### src/rtl/display_scan_ctrl.sv
// Scan/mode controller for the two shared-segment 7-segment digits: latches the
// decoder result, debounces the button and multiplexes the anodes with blanking.
module display_scan_ctrl #(
  parameter int DIGIT_CYCLES    = 27000,
  parameter int BLANK_CYCLES    = 16,
  parameter int DEBOUNCE_CYCLES = 270000
) (
  input  logic       clk,
  input  logic       rst_n,
  input  logic       btn,
  input  logic       data_valid,
  input  logic [3:0] bin,
  input  logic [2:0] sin,
  output logic [3:0] bin_q,
  output logic [2:0] sin_q,
  output logic       digit_sel,
  output logic [1:0] an,
  output logic [1:0] mode,
  output logic [1:0] scan_state
);

  localparam int SCAN_MAX = (DIGIT_CYCLES > BLANK_CYCLES) ? DIGIT_CYCLES : BLANK_CYCLES;
  localparam int SW       = (SCAN_MAX > 1) ? $clog2(SCAN_MAX) : 1;
  localparam int DW       = $clog2(DEBOUNCE_CYCLES);

  localparam logic [SW-1:0] DIGIT_LAST = SW'(DIGIT_CYCLES - 1);
  localparam logic [SW-1:0] BLANK_LAST = SW'(BLANK_CYCLES - 1);
  localparam logic [DW-1:0] DB_LAST    = DW'(DEBOUNCE_CYCLES - 1);

  typedef enum logic [1:0] {
    PRE_SIN  = 2'd0,
    SHOW_SIN = 2'd1,
    PRE_BIN  = 2'd2,
    SHOW_BIN = 2'd3
  } scan_state_e;

  typedef enum logic [1:0] {
    M_AUTO = 2'd0,
    M_SIN  = 2'd1,
    M_BIN  = 2'd2
  } mode_e;

  logic [3:0]  bin_d;
  logic [2:0]  sin_d;
  logic        sync1_q, sync1_d;
  logic        btn_s_q, btn_s_d;
  logic        btn_db_q, btn_db_d;
  logic [DW-1:0] db_cnt_q, db_cnt_d;
  logic        press_q, press_d;
  mode_e       mode_q, mode_d;
  scan_state_e state_q, state_d;
  logic [SW-1:0] scan_cnt_q, scan_cnt_d;
  logic [SW-1:0] scan_last;
  logic [1:0]  an_q, an_d;
  logic        digit_sel_q, digit_sel_d;

  always_comb begin
    bin_d    = data_valid ? bin : bin_q;
    sin_d    = data_valid ? sin : sin_q;
    sync1_d  = btn;
    btn_s_d  = sync1_q;

    // Counter only runs while the synchronized level disagrees with the accepted one.
    btn_db_d = btn_db_q;
    db_cnt_d = '0;
    press_d  = 1'b0;
    if (btn_s_q != btn_db_q) begin
      if (db_cnt_q == DB_LAST) begin
        btn_db_d = btn_s_q;
        press_d  = btn_s_q;
      end else begin
        db_cnt_d = db_cnt_q + DW'(1);
      end
    end

    mode_d = mode_q;
    if (press_q) begin
      case (mode_q)
        M_AUTO:  mode_d = M_SIN;
        M_SIN:   mode_d = M_BIN;
        default: mode_d = M_AUTO;
      endcase
    end

    scan_last  = (state_q == SHOW_SIN || state_q == SHOW_BIN) ? DIGIT_LAST : BLANK_LAST;
    state_d    = state_q;
    scan_cnt_d = scan_cnt_q;
    if (press_q || mode_q != M_AUTO) begin
      state_d    = PRE_SIN;
      scan_cnt_d = '0;
    end else if (scan_cnt_q == scan_last) begin
      scan_cnt_d = '0;
      case (state_q)
        PRE_SIN:  state_d = SHOW_SIN;
        SHOW_SIN: state_d = PRE_BIN;
        PRE_BIN:  state_d = SHOW_BIN;
        default:  state_d = PRE_SIN;
      endcase
    end else begin
      scan_cnt_d = scan_cnt_q + SW'(1);
    end

    // Outputs decoded from next state so they are registered alongside it.
    case (mode_d)
      M_SIN: begin
        an_d        = 2'b01;
        digit_sel_d = 1'b0;
      end
      M_BIN: begin
        an_d        = 2'b10;
        digit_sel_d = 1'b1;
      end
      default: begin
        case (state_d)
          PRE_SIN:  begin an_d = 2'b00; digit_sel_d = 1'b0; end
          SHOW_SIN: begin an_d = 2'b01; digit_sel_d = 1'b0; end
          PRE_BIN:  begin an_d = 2'b00; digit_sel_d = 1'b1; end
          default:  begin an_d = 2'b10; digit_sel_d = 1'b1; end
        endcase
      end
    endcase
  end

  always_ff @(posedge clk or negedge rst_n) begin
    if (!rst_n) begin
      bin_q       <= '0;
      sin_q       <= '0;
      sync1_q     <= 1'b0;
      btn_s_q     <= 1'b0;
      btn_db_q    <= 1'b0;
      db_cnt_q    <= '0;
      press_q     <= 1'b0;
      mode_q      <= M_AUTO;
      state_q     <= PRE_SIN;
      scan_cnt_q  <= '0;
      an_q        <= 2'b00;
      digit_sel_q <= 1'b0;
    end else begin
      bin_q       <= bin_d;
      sin_q       <= sin_d;
      sync1_q     <= sync1_d;
      btn_s_q     <= btn_s_d;
      btn_db_q    <= btn_db_d;
      db_cnt_q    <= db_cnt_d;
      press_q     <= press_d;
      mode_q      <= mode_d;
      state_q     <= state_d;
      scan_cnt_q  <= scan_cnt_d;
      an_q        <= an_d;
      digit_sel_q <= digit_sel_d;
    end
  end

  assign an         = an_q;
  assign digit_sel  = digit_sel_q;
  assign mode       = mode_q;
  assign scan_state = state_q;

endmodule
### config.mk
export PLATFORM = sky130hd
export DESIGN_NAME = display_scan_ctrl
export DESIGN_NICKNAME = d
export VERILOG_FILES = /design/src/rtl/display_scan_ctrl.sv
export SDC_FILE = /design/constraint.sdc
export NUM_CORES = 1
export LEC_CHECK = 0
export CORE_MARGIN = 4
export CORE_UTILIZATION = 35
export DETAILED_ROUTE_END_ITERATION = 7
export DONT_BUFFER_PORTS = 1
export PLACE_DENSITY = 0.51
export SYNTH_ARGS = -nofsm -noshare
export SYNTH_HDL_FRONTEND = slang
export SYNTH_SLANG_ARGS = --single-unit
export TNS_END_PERCENT = 100
### constraint.sdc
create_clock -name clk -period 4.7 [get_ports clk]
set_input_delay 1.175 -clock clk [delete_from_list [all_inputs] [get_ports clk]]
set_output_delay 1.175 -clock clk [all_outputs]
set_load 0.03 [all_outputs]
# Word-level counts from Yosys, hierarchy flattened
# Index checks and enable logic that the tools add are counted.
# totals
latch_bits,0
ramBits,0
n_memories,0
output_inout_bits,14
inputBits,11
romBits,0
ff_bits,52
# op_classes
bitwise,0
n_mul,0
muxes,16
n_addsub,2
order_cmp,0
reduce_logical,9
eq_ne,11
n_shift,0
n_div,0
# ops
operator,count
$mux 15,3
$mux 19,2
$add 19x1->19 const B,1
$eq 19x19->1 const B,1
$add 15x1->15 const B,1
$eq 15x15->1,1
$pmux 2 s2,3
$eq 2x1->1 const B,4
$eq 2x2->1 const B,4
$logic_not 2->1,3
$mux 2,3
$pmux 2 s3,1
$reduce_or 2->1,2
$mux 1,3
$logic_or 1x1->1,2
$pmux 1 s2,1
$reduce_and 2->1,1
$reduce_bool 2->1,1
$ne 1x1->1,1

# Depth between registers and ports, before layout
# depth
word_depth,10
mapped_depth,9
depth_no_buf,8

# Least setup slack after synthesis
# No wires, ideal clock.
# synth_path
path_type,register -> register
from,"register mode_q[1], in the netlist mode[1]"
to,"register an_q[1], in the netlist an[1]"
period_less_slack_ps,2462
slack_ps,2238
stages_incl_launch_ff,9
n_path_buf,1
t_arrival_ps,2395
cell_sequence,dfrtp_1 -> mux2_2 -> inv_1 -> ha_1 -> or4b_2 -> clkbuf_1 -> a2111oi_0 -> a41oi_1 -> nand2_1
# synth_via
elab_cells_between_ends,15
cone_classes,eq/ne (5); mux (5); reduce/logical (5)
# synth_rtl
element,line,rtl
"start, declared",50,"mode_e mode_q, mode_d;"
"start signal, assigned",146,mode_q <= mode_d;
$eq 2x1->1 or $logic_not 2->1 (tied branches),78,case (mode_q)
$pmux 2 s2,78,
$mux 2 *,77,if (press_q) begin
via mode_d[1],50,
$eq 2x2->1 or $eq 2x1->1 (tied branches),104,case (mode_d)
$pmux 2 s2 *,104,
via an_d[1],54,"logic [1:0] an_q, an_d;"
"end signal, assigned",149,an_q <= an_d;
"end, declared",54,
# Mark *: on every way through the listed nets, which the timed path passes. The rest lies on a longest branch.
# A chain may end at the register's enable or synchronous reset.

# Worst setup path after layout
# layout_path
from,"register state_q[0], in the netlist scan_state[0]"
to,register scan_cnt_q[2]
# layout_via
elab_chain_cells,6
elab_cells_between_ends,7
cone_classes,eq/ne (3); mux (3); reduce/logical (1)
# layout_rtl
element,line,rtl
"start, declared",51,"scan_state_e state_q, state_d;"
"start signal, assigned",147,state_q <= state_d;
$eq 2x1->1 or $eq 2x2->1 (tied branches),85,scan_last = (state_q == SHOW_SIN || state_q == SHOW_BIN) ? DIGIT_LAST : BLANK_LAST;
$logic_or 1x1->1 *,85,
$mux 15 *,85,
$eq 15x15->1 *,91,end else if (scan_cnt_q == scan_last) begin
$mux 15 *,91,
$mux 15 *,88,if (press_q || mode_q != M_AUTO) begin
via scan_cnt_d[2],52,"logic [SW-1:0] scan_cnt_q, scan_cnt_d;"
"end signal, assigned",148,scan_cnt_q <= scan_cnt_d;
"end, declared",52,
# Marks and branches as above.

==> impl_metrics.env <==
export IMPL_wl_per_cell_um=13.5
export IMPL_slew_limit_headroom=0.430
export IMPL_finalSetupTns_ns=0
export IMPL_die_x_um=94.7
export IMPL_r2r_start="scan_state[0]"
export IMPL_worst_path_max_delay_cell="o41ai_4"
export IMPL_hold_path_class="register to register"
export IMPL_cp_start_kind="register"
export IMPL_synth_avg_cell_area_um2=10.3
export IMPL_cts_buffers_inserted=5
export IMPL_synth_xor_area_frac=0.0833
export IMPL_numPortBuffers=0
export IMPL_synth_adder_area_share=0.0381
export IMPL_p_leak_nw=1.17
export IMPL_route_antenna_remaining_nets=0
export IMPL_synth_seq_cells=52
export IMPL_dr_pass1_iters=5
export IMPL_slew_viol_final=0
export IMPL_reg2reg_depth=5
export IMPL_fin_hold_ws_ns=0.361
export IMPL_grt_usage=0.120
export IMPL_hold_violations=0
export IMPL_num_vias=1820
export IMPL_core_um2=7290
export IMPL_syn_area_um2=2630
export IMPL_clock_insertion_delay_worst_skew_ns=0.30
export IMPL_drc_errors=0
export IMPL_required_ns=4.86
export IMPL_cts_tree="built"
export IMPL_status="finished clean"
export IMPL_end_kind="register"
export IMPL_fin_ws_ns=1.96
export IMPL_synth_top_area_share=0.495
export IMPL_synthArstFlopShare=1.00
export IMPL_fin_util=0.391
export IMPL_crit_arrival_ns=2.89
export IMPL_fin_skew_ns=0.00387
export IMPL_min_period_ns=2.74
export IMPL_postCtsSetupBuffers=0
export IMPL_htreeDepth=2
export IMPL_critPathMaxFanout=15
export IMPL_drtIter0Drc=66
export IMPL_finalNetCount=278
export IMPL_finalPower_mw=0.801
export IMPL_postCtsHoldBufs=0
export IMPL_cts_num_sinks=52
export IMPL_fmax_ghz=0.365
export IMPL_dp_cells=351
export IMPL_antenna_cells=0
export IMPL_ioPinCount=25
export IMPL_worstHoldStart="btn_s_d"
export IMPL_layout_common_cells="52 x dfrtp_1, 37 x nor2_1, 20 x xnor2_1"
export IMPL_cts_buffer_depth=2
export IMPL_start_util=0.361
export IMPL_synth_net_count=275
export IMPL_ir_drop_mv=0.123
export IMPL_die_h_um=94.7
export IMPL_wl_mm=4.85
export IMPL_ys_seq_area_frac=0.495
export IMPL_ys_warn_count=0
export IMPL_regToRegSetupSlack_ns=1.96
export IMPL_power_density_nw_per_um2=281
export IMPL_r2r_end="scan_cnt_q[2]"
export IMPL_grt_max_degree=53
export IMPL_routed_via_density=5.07
export IMPL_synth_flop_cell="dfrtp_1"
export IMPL_syn_inst=256
export IMPL_fin_crit_sh=0.582
export IMPL_die_area_um2=8970
export IMPL_clkTransAtPathRegs_ns=0.10
export IMPL_hpwl_mm=3.42
export IMPL_overflow=0
export IMPL_synthSimpleGateAreaFrac=0.221
export IMPL_critPathKind="register to register"
export IMPL_synth_area_leaders="dfrtp_1 49%, xnor2_1 6.7%, nor2_1 5.3%, mux2_2 3.9%, ha_1 3.8%"
export IMPL_rows=31
export IMPL_hold_depth=0
export IMPL_gp_congestion=0.872
export IMPL_critPathMaxStageDelay_ns=0.71
export IMPL_synth_distinct_cells=43
export IMPL_synth_edf_count=0
export IMPL_fin_area_um2=2850
export IMPL_syn_to_final_growth_pct=8.33
export IMPL_cts_resized=0
export IMPL_antenna_found_initial=0
export IMPL_tightest_slew_ns=0.853
export IMPL_drv_cap=0
export IMPL_synthMuxAreaShare=0.0500
export IMPL_grt_pass1_wl_mm=8.54
export IMPL_rsz0062_at_grt="no"
export IMPL_grt_pass1_vias=1816
export IMPL_place_area_um2=2730
export IMPL_fin_cells=359
export IMPL_yosysTopAreaCell="dfrtp_1"
export IMPL_dp_slack_ns=1.94
export IMPL_synth_top_family_by_area="simple AND/OR/NAND/NOR gates"
export IMPL_final_common_cell="dfrtp_1"
export IMPL_path_cells="ha_1 -> or4_1 -> and2_1 -> o41ai_4 -> nor2_1"
export IMPL_cts_root_buf="clkbuf_8"
export IMPL_finalSetupViolations=0
export IMPL_min_to="btn_s_q"
export IMPL_synth_compound_area_frac=0.0837
export IMPL_drive_above_1_share=0.100
synthesized netlist by cell type, types with 6 or more instances:
cell type / instances
nand2_1: 15
a21oi_1: 8
xnor2_1: 20
nor2_1: 37
inv_1: 13
ha_1: 8
mux2_2: 9
dfrtp_1: 52
nand4_1: 9
nor3_1: 8
nand3_1: 12
nor4_1: 6
layer usage:
metal	up-vias	routed length, um	track usage	part of all wire
met4	0	70	0.0361	0.014
met2	27	2070	0.181	0.43
met5	-	0	0	0
met1	873	2540	0.171	0.52
met3	6	172	0.0263	0.035
li1	914	-	-	-
cell families after synthesis:
kind of cell,Yosys count
buffers and inverters,18
and+or+nand+nor,112
muxes,12
adders and majority gates,8
DFF,52
xor gates and xnor gates,25
AOI/OAI and AO/OA,29
cell type report:
type                       count  area, um2
clock buffer                   5       68.8
timing repair buffer           1       7.51
fill                         730       4440
tap                           99        124
multi-input combinational    186       1250
inverter                      13       48.8
sequential                    52       1300
clock inverter                 3       46.3
power breakdown:
| part | internal, mW | switching, mW |
|---|---|---|
| Clock | 0.161 | 0.153 |
| Combinational | 0.00804 | 0.00527 |
| Sequential | 0.456 | 0.0183 |
worst max path at each step:
stage | from | to | slack, ns | cells after the start
CTS | scan_state[0] | scan_cnt_q[2] | 1.93 | 5
global placement | scan_state[0] | scan_cnt_q[12] | 2.00 | 5
floorplan | mode[1] | an[1] | 2.24 | 8
detailed placement | scan_state[0] | scan_cnt_q[2] | 1.94 | 5
finish | scan_state[0] | scan_cnt_q[2] | 1.96 | 5
global route | scan_state[1] | scan_cnt_q[4] | 1.77 | 6
critical path: cells and delay by family, from the launching register on:
family                     cells  cell delay, ns
and+or+nand+nor                3            0.97
AOI/OAI and AO/OA              1            0.71
DFF                            1            0.59
adders and majority gates      1            0.31
flip-flops by register name (all words and copies together), names as in the netlist:
signal / cells
an: 2
bin_q: 4
btn_db_q: 1
btn_s_d: 1
btn_s_q: 1
db_cnt_q: 19
digit_sel: 1
mode: 2
press_q: 1
scan_cnt_q: 15
scan_state: 2
sin_q: 3
Note: power is estimated with default switching activity, not from simulation.
